## src/rtl/pixel_writer_if.sv

```systemverilog
// Pixel stream from the triangle filler and write port towards video memory.
interface pixel_writer_if #(
  parameter int unsigned PIXEL_ADDR_WIDTH = 16,
  parameter int unsigned MEM_ADDR_WIDTH   = 19,
  parameter int unsigned COLOR_WIDTH      = 16
);
  logic [PIXEL_ADDR_WIDTH-1:0] in_x;
  logic [PIXEL_ADDR_WIDTH-1:0] in_y;
  logic                        in_valid;
  logic                        in_done;
  logic                        in_ready;
  logic                        wr_valid;
  logic [MEM_ADDR_WIDTH-1:0]   wr_addr;
  logic [COLOR_WIDTH-1:0]      wr_data;
  logic                        wr_ready;

  // Environment side: filler pixel source plus memory acceptance.
  modport master (
    output in_x, in_y, in_valid, in_done, wr_ready,
    input  in_ready, wr_valid, wr_addr, wr_data
  );

  // Writer side.
  modport slave (
    input  in_x, in_y, in_valid, in_done, wr_ready,
    output in_ready, wr_valid, wr_addr, wr_data
  );
endinterface

```

## src/rtl/pixel_writer.sv

```systemverilog
// Clips filler pixels, converts them to linear addresses, buffers them in a
// show-ahead FIFO and issues one memory write per surviving pixel.
module pixel_writer #(
  parameter int unsigned PIXEL_ADDR_WIDTH = 16,
  parameter int unsigned FB_WIDTH         = 640,
  parameter int unsigned FB_HEIGHT        = 480,
  parameter int unsigned MEM_ADDR_WIDTH   = 19,
  parameter int unsigned COLOR_WIDTH      = 16,
  parameter int unsigned FIFO_DEPTH       = 4
) (
  input  logic                   clk,
  input  logic                   reset,
  input  logic                   start,
  input  logic [COLOR_WIDTH-1:0] fill_color,
  pixel_writer_if.slave          bus,
  output logic                   busy,
  output logic                   tri_done,
  output logic [31:0]            pix_count,
  output logic [31:0]            clip_count
);

  localparam int unsigned PTR_W  = $clog2(FIFO_DEPTH);
  localparam int unsigned CNT_W  = PTR_W + 1;
  localparam int unsigned PROD_W = PIXEL_ADDR_WIDTH + 32;

  typedef struct packed {
    logic [MEM_ADDR_WIDTH-1:0] addr;
    logic [COLOR_WIDTH-1:0]    data;
  } wr_entry_t;

  typedef enum logic [1:0] {IDLE, ACTIVE, DRAIN} state_t;

  state_t             state;
  state_t             state_next;
  logic               armed;
  wr_entry_t          mem [FIFO_DEPTH];
  wr_entry_t          head;
  logic [PTR_W-1:0]   rd_ptr;
  logic [PTR_W-1:0]   wr_ptr;
  logic [CNT_W-1:0]   count;
  logic               empty;
  logic               full;
  logic               ready_c;
  logic               accept;
  logic               clipped;
  logic               push;
  logic               pop;
  logic [PROD_W-1:0]  lin_addr;

  // Datapath decode: clipping, linear address and handshakes.
  assign empty    = (count == '0);
  assign full     = (count == CNT_W'(FIFO_DEPTH));
  assign accept   = bus.in_valid && ready_c;
  assign clipped  = (PROD_W'(bus.in_x) >= PROD_W'(FB_WIDTH)) ||
                    (PROD_W'(bus.in_y) >= PROD_W'(FB_HEIGHT));
  assign lin_addr = PROD_W'(bus.in_y) * PROD_W'(FB_WIDTH) + PROD_W'(bus.in_x);
  assign push     = accept && !clipped;
  assign pop      = bus.wr_valid && bus.wr_ready;

  // Show-ahead head of the FIFO drives the memory request directly.
  assign head         = mem[rd_ptr];
  assign bus.wr_valid = !empty;
  assign bus.wr_addr  = head.addr;
  assign bus.wr_data  = head.data;
  assign bus.in_ready = ready_c;

  // State register.
  always_ff @(posedge clk) begin
    if (reset) state <= IDLE;
    else       state <= state_next;
  end

  // Next-state logic.
  always_comb begin
    state_next = state;
    unique case (state)
      IDLE:    if (start) state_next = ACTIVE;
      ACTIVE:  if (armed && bus.in_done) state_next = DRAIN;
      DRAIN:   if (empty) state_next = IDLE;
      default: state_next = IDLE;
    endcase
  end

  // State-decoded outputs; done condition blocks acceptance in its own cycle.
  always_comb begin
    ready_c = 1'b0;
    busy    = 1'b0;
    unique case (state)
      ACTIVE: begin
        ready_c = !full && !(armed && bus.in_done);
        busy    = 1'b1;
      end
      DRAIN:   busy = 1'b1;
      default: ;
    endcase
  end

  // Arming ignores a done level left over from the previous triangle.
  always_ff @(posedge clk) begin
    if (reset)                            armed <= 1'b0;
    else if (state == IDLE && start)      armed <= 1'b0;
    else if (state == ACTIVE && !bus.in_done) armed <= 1'b1;
  end

  // Registered completion pulse on the DRAIN -> IDLE edge.
  always_ff @(posedge clk) begin
    if (reset) tri_done <= 1'b0;
    else       tri_done <= (state == DRAIN) && (state_next == IDLE);
  end

  // Per-triangle pixel and clip counters.
  always_ff @(posedge clk) begin
    if (reset) begin
      pix_count  <= '0;
      clip_count <= '0;
    end else if (state == IDLE && start) begin
      pix_count  <= '0;
      clip_count <= '0;
    end else begin
      if (pop)               pix_count  <= pix_count + 32'(1);
      if (accept && clipped) clip_count <= clip_count + 32'(1);
    end
  end

  // Write-buffer storage and pointers.
  always_ff @(posedge clk) begin
    if (reset) begin
      rd_ptr <= '0;
      wr_ptr <= '0;
      count  <= '0;
      for (int i = 0; i < FIFO_DEPTH; i++) mem[i] <= '0;
    end else begin
      if (push) begin
        mem[wr_ptr] <= '{addr: MEM_ADDR_WIDTH'(lin_addr), data: fill_color};
        wr_ptr      <= wr_ptr + PTR_W'(1);
      end
      if (pop) rd_ptr <= rd_ptr + PTR_W'(1);
      if (push && !pop)      count <= count + CNT_W'(1);
      else if (pop && !push) count <= count - CNT_W'(1);
    end
  end

endmodule
```

## src/flat_wrapper.sv

```systemverilog
// flat-port wrapper written by rule: the top's interface ports become plain ports
module pixel_writer_flat 
#(
  parameter int unsigned PIXEL_ADDR_WIDTH = 16,
  parameter int unsigned FB_WIDTH         = 640,
  parameter int unsigned FB_HEIGHT        = 480,
  parameter int unsigned MEM_ADDR_WIDTH   = 19,
  parameter int unsigned COLOR_WIDTH      = 16,
  parameter int unsigned FIFO_DEPTH       = 4
)
  (clk, reset, start, fill_color, busy, tri_done, pix_count, clip_count, bus_in_x, bus_in_y, bus_in_valid, bus_in_done, bus_wr_ready, bus_in_ready, bus_wr_valid, bus_wr_addr, bus_wr_data);
  pixel_writer_if #(.PIXEL_ADDR_WIDTH(PIXEL_ADDR_WIDTH), .MEM_ADDR_WIDTH(MEM_ADDR_WIDTH), .COLOR_WIDTH(COLOR_WIDTH)) bus_i ();
  input  logic clk;
  input  logic reset;
  input  logic start;
  input  logic [COLOR_WIDTH-1:0] fill_color;
  output logic busy;
  output logic tri_done;
  output logic [31:0] pix_count;
  output logic [31:0] clip_count;
  input wire logic [$bits(bus_i.in_x)-1:0] bus_in_x;
  input wire logic [$bits(bus_i.in_y)-1:0] bus_in_y;
  input wire logic [$bits(bus_i.in_valid)-1:0] bus_in_valid;
  input wire logic [$bits(bus_i.in_done)-1:0] bus_in_done;
  input wire logic [$bits(bus_i.wr_ready)-1:0] bus_wr_ready;
  output wire logic [$bits(bus_i.in_ready)-1:0] bus_in_ready;
  output wire logic [$bits(bus_i.wr_valid)-1:0] bus_wr_valid;
  output wire logic [$bits(bus_i.wr_addr)-1:0] bus_wr_addr;
  output wire logic [$bits(bus_i.wr_data)-1:0] bus_wr_data;
  assign bus_i.in_x = bus_in_x;
  assign bus_i.in_y = bus_in_y;
  assign bus_i.in_valid = bus_in_valid;
  assign bus_i.in_done = bus_in_done;
  assign bus_i.wr_ready = bus_wr_ready;
  assign bus_in_ready = bus_i.in_ready;
  assign bus_wr_valid = bus_i.wr_valid;
  assign bus_wr_addr = bus_i.wr_addr;
  assign bus_wr_data = bus_i.wr_data;
  pixel_writer #(.PIXEL_ADDR_WIDTH(PIXEL_ADDR_WIDTH), .FB_WIDTH(FB_WIDTH), .FB_HEIGHT(FB_HEIGHT), .MEM_ADDR_WIDTH(MEM_ADDR_WIDTH), .COLOR_WIDTH(COLOR_WIDTH), .FIFO_DEPTH(FIFO_DEPTH)) u_core (.clk(clk), .reset(reset), .start(start), .fill_color(fill_color), .bus(bus_i), .busy(busy), .tri_done(tri_done), .pix_count(pix_count), .clip_count(clip_count));
endmodule
```

## config.mk

```make
export PLATFORM = sky130hd
export DESIGN_NAME = pixel_writer_flat
export DESIGN_NICKNAME = d
export VERILOG_FILES = /design/src/rtl/pixel_writer_if.sv /design/src/rtl/pixel_writer.sv /design/src/flat_wrapper.sv
export SDC_FILE = /design/constraint.sdc
export NUM_CORES = 1
export LEC_CHECK = 0
export CAP_MARGIN = 20
export CORE_MARGIN = 1.5
export CORE_UTILIZATION = 54
export CTS_CLUSTER_DIAMETER = 60
export DETAILED_ROUTE_END_ITERATION = 8
export PLACE_DENSITY = 0.88
export SYNTH_ARGS = -nofsm -noshare
export SYNTH_HDL_FRONTEND = slang
export SYNTH_SLANG_ARGS = --single-unit
```

## constraint.sdc

```tcl
create_clock -name clk -period 4.9 [get_ports clk]
set_input_delay 0.98 -clock clk [delete_from_list [all_inputs] [get_ports clk]]
set_output_delay 0.98 -clock clk [all_outputs]
set_load 0.01 [all_outputs]
```

==> qor.yml <==
clock_network:
  numClockSinks: 217
  clkTransAtPathRegs_ns: 0.06
  postCtsHoldBufs: 0
  clk_path_buf_depth: 3
  post_cts_resize_count: 0
  ctsRootBufferMaster: "clkbuf_16"
  cts_tree: "done"
  clkLatencyLatePin_ns: 0.51
  numCtsBuffers: 24
  cts_setup_buffers: 0
  htree_levels: 1
drt:
  drc: 0
  drtIter0Drc: 343
  firstDrtPassIters: 5
  num_vias: 7284
  finalWirelength_mm: 22.78
  ant_nets: 0
  viasPerCell: 5.754
  wl_per_cell_um: 17.99
sta:
  hold_viol_final: 0
  final.period_utilization_pct: 82.55
  finalClockSkew_ns: 0.01195
  rsz0062_at_grt: "no"
  relSlewSlack_pct: 49.88
  finalCriticalPeriod_ns: 4.045
  fmax_mhz: 247.2
  setup_viol: 0
  drv_slew: 0
  setup_slack_ns: 0.8551
  setup_tns_ns: 0
  tightest_slew_ns: 0.7461
synthesis:
  avgSynthCellArea_um2: 12.03
  synthMuxAreaShare_pct: 7.833
  synthXorXnorAreaFrac_pct: 5.857
  yosys_register_bits: 217
  synth_flop_cell: "edfxtp_1"
  synth_edf_count: 140
  synth_compound_area_share_pct: 5.141
  synth_nets: 949
  syn_area_mm2: 0.01032
  synth_top_family_by_area: "simple AND/OR/NAND/NOR gates"
  synth_cell_types: 51
  synthAdderAreaFrac_pct: 4.705
  async_flop_share_pct: 0
  yosysWarningCount: 0
  ys_seq_area_share_pct: 55.68
  synthCells: 858
  yosys.area_share.simple_pct: 18.55
place:
  place_inst: 1222
  hpwl_mm: 14.84
  io_buffer_count: 156
  dpl-instance-area_mm2: 0.01215
  gp_congestion: 0.8195
  place_ws_ns: 0.3442
finish:
  drive_above_1_share_pct: 9.496
  instances_no_fill: 1266
  final_nets: 1106
  area_growth_syn_to_layout_pct: 25.37
  n_antenna_cell: 0
  design_area_mm2: 0.01294
worst_setup_path:
  path_common_cell: "ha_1"
  critPathArrivalTime_ns: 4.29
  critPathKind: "input pin to flip-flop"
  worst_path_max_delay_cell: "clkdlybuf4s50_1"
  critPathMaxFanout: 4
  crit_path_cell_trace: "clkdlybuf4s50_1 > ha_1 > ha_1 > fa_1 > xor2_1 > ha_1 > o21a_1 > or2_2 > a41oi_1 > a211oi_1 > xnor2_1 > nor2_1"
  end_kind: "flip-flop"
  cpPeakStageDelay_ns: 0.50
  startpoint_type: "input pin"
  required_ns: 5.15
worst_hold_path:
  min_path_type: "flip-flop to flip-flop"
floorplan:
  chipHeight_um: 141.2
  io-pin-count: 157
  initial_core_util_pct: 55.16
  rows: 50
  fp.coreArea_mm2: 0.01871
  dieArea_mm2: 0.01995
  die_x_um: 141.2
pwr:
  powerDensity_mw_per_mm2: 351.2
  leakage_uw: 0.004758
  total_power_uw: 4543
  peakVddDrop_mv: 0.2009
run_status:
  outcome: "finished, final reports clean"
global_routing:
  gr-usage-all-layers_pct: 22.68
  gr-total-overflow: 0
  antenna_found_initial: 0
  grt_pass1_vias: 7281
  grt_pass1_wl_mm: 36.04
  grt_start_max_net_pins: 66
job:
  drv_cap: 0
[power by group]
group / leakage (µW) / internal, µW / switching, µW
logic: 0.00233 / 386 / 370
registers: 0.00207 / 2000 / 50.3
clock network: 0.000367 / 1040 / 701
total: 0.00476 / 3420 / 1120
[routing by layer]
layer	track usage (%)	vias to the layer above	wire, µm	share of wire [%]
met5	0	-	0	0
met3	5.808	35	1970	8.6
met2	39.81	266	11230	49
li1	-	3462	-	-
met4	5.811	0	362	1.6
met1	27.98	3521	9222	40
[logic make-up (layout without fill, tap and decap cells)]
kind of cell / after synthesis / after routing
compound gates: 85 / 85
xor+xnor: 69 / 69
fa+ha+maj: 37 / 37
buf+inv: 57 / 231
flops: 217 / 217
mux: 37 / 37
simple gates: 356 / 356
[through the flow]
step	hold WS (ns)	utilization, %
3_3_place_gp	0.4761	64.94
3_5_place_dp	0.4874	64.94
6_report	0.4973	69.16
2_1_floorplan	0.4580	-
4_1_cts	0.5036	69.05
5_1_grt	0.5342	69.16
[cells in the final DEF (no fill, tap or decap), types with 7 or more instances in the layout]
| cell type | n |
|---|---|
| buf_4 | 12 |
| clkbuf_16 | 25 |
| and4_1 | 13 |
| inv_1 | 17 |
| o21ai_0 | 23 |
| nand2_1 | 32 |
| a21o_1 | 9 |
| or3_1 | 18 |
| clkdlybuf4s50_1 | 156 |
| nand4_1 | 15 |
| nand3_1 | 17 |
| and2_1 | 53 |
| ha_1 | 34 |
| edfxtp_1 | 140 |
| mux4_2 | 35 |
| nor3_1 | 18 |
| xnor2_1 | 36 |
| a21oi_1 | 24 |
| a211oi_1 | 8 |
| xor2_1 | 33 |
| nor2_1 | 109 |
| dfxtp_1 | 76 |
| and3_1 | 52 |
| nor4_1 | 7 |
[synth_stat cells, drive strengths merged, types with 5 or more instances]
cell type / number / area, µm²
inv: 17 / 63.81
nand2b: 6 / 40.04
clkbuf: 31 / 116.4
nor3: 21 / 126.4
dfxtp: 77 / 1541
nor2: 109 / 409.1
and4: 13 / 113.9
o21a: 5 / 37.54
nor4: 10 / 81.33
mux4: 35 / 788.3
ha: 34 / 425.4
or3: 18 / 112.6
and3: 52 / 325.3
and2: 53 / 331.6
nand3: 17 / 85.08
nand4: 16 / 106.4
a21o: 10 / 75.07
a21oi: 24 / 120.1
edfxtp: 140 / 4204
xnor2: 36 / 315.3
nand2: 33 / 126.4
xor2: 33 / 289.0
o21ai: 23 / 115.1
buf: 9 / 50.04
a211oi: 8 / 60.06
[registers in the layout (all words and copies together), names as in the netlist, named ones only]
register and cells:
u_core.state 2, u_core.armed 1, u_core.count 3, u_core.rd_ptr 2
u_core.clip_count 32, u_core.wr_ptr 2, u_core.mem 140, u_core.tri_done 1
u_core.pix_count 32
[critical path, delay by kind of cell]
family	cells	cell delay, ns
xor gates and xnor gates	2	0.50
and+or+nand+nor	2	0.39
AOI/OAI and AO/OA	3	0.60
buffers and inverters	1	0.50
adders and majority gates	4	1.32
[path summary, 6_finish.rpt]
path	from	to	slack, ns	depth (start not counted)
max	bus_in_y[1]	u_core.mem[1][34]	0.86	12
min	u_core.armed	u_core.armed	0.50	2
max reg2reg	u_core.state[1]	u_core.mem[0][18]	1.85	8
min reg2reg	u_core.armed	u_core.armed	0.50	2
[area by class of cell]
class	instances	area, µm²
sequential	217	5747
timing repair buffer	171	1712
clock inverter	13	123.9
inverter	17	63.81
multi-input combinational	584	4353
fill	1281	5769
tap	234	292.8
clock buffer	30	644.4
(Power assumes the default switching activity.)
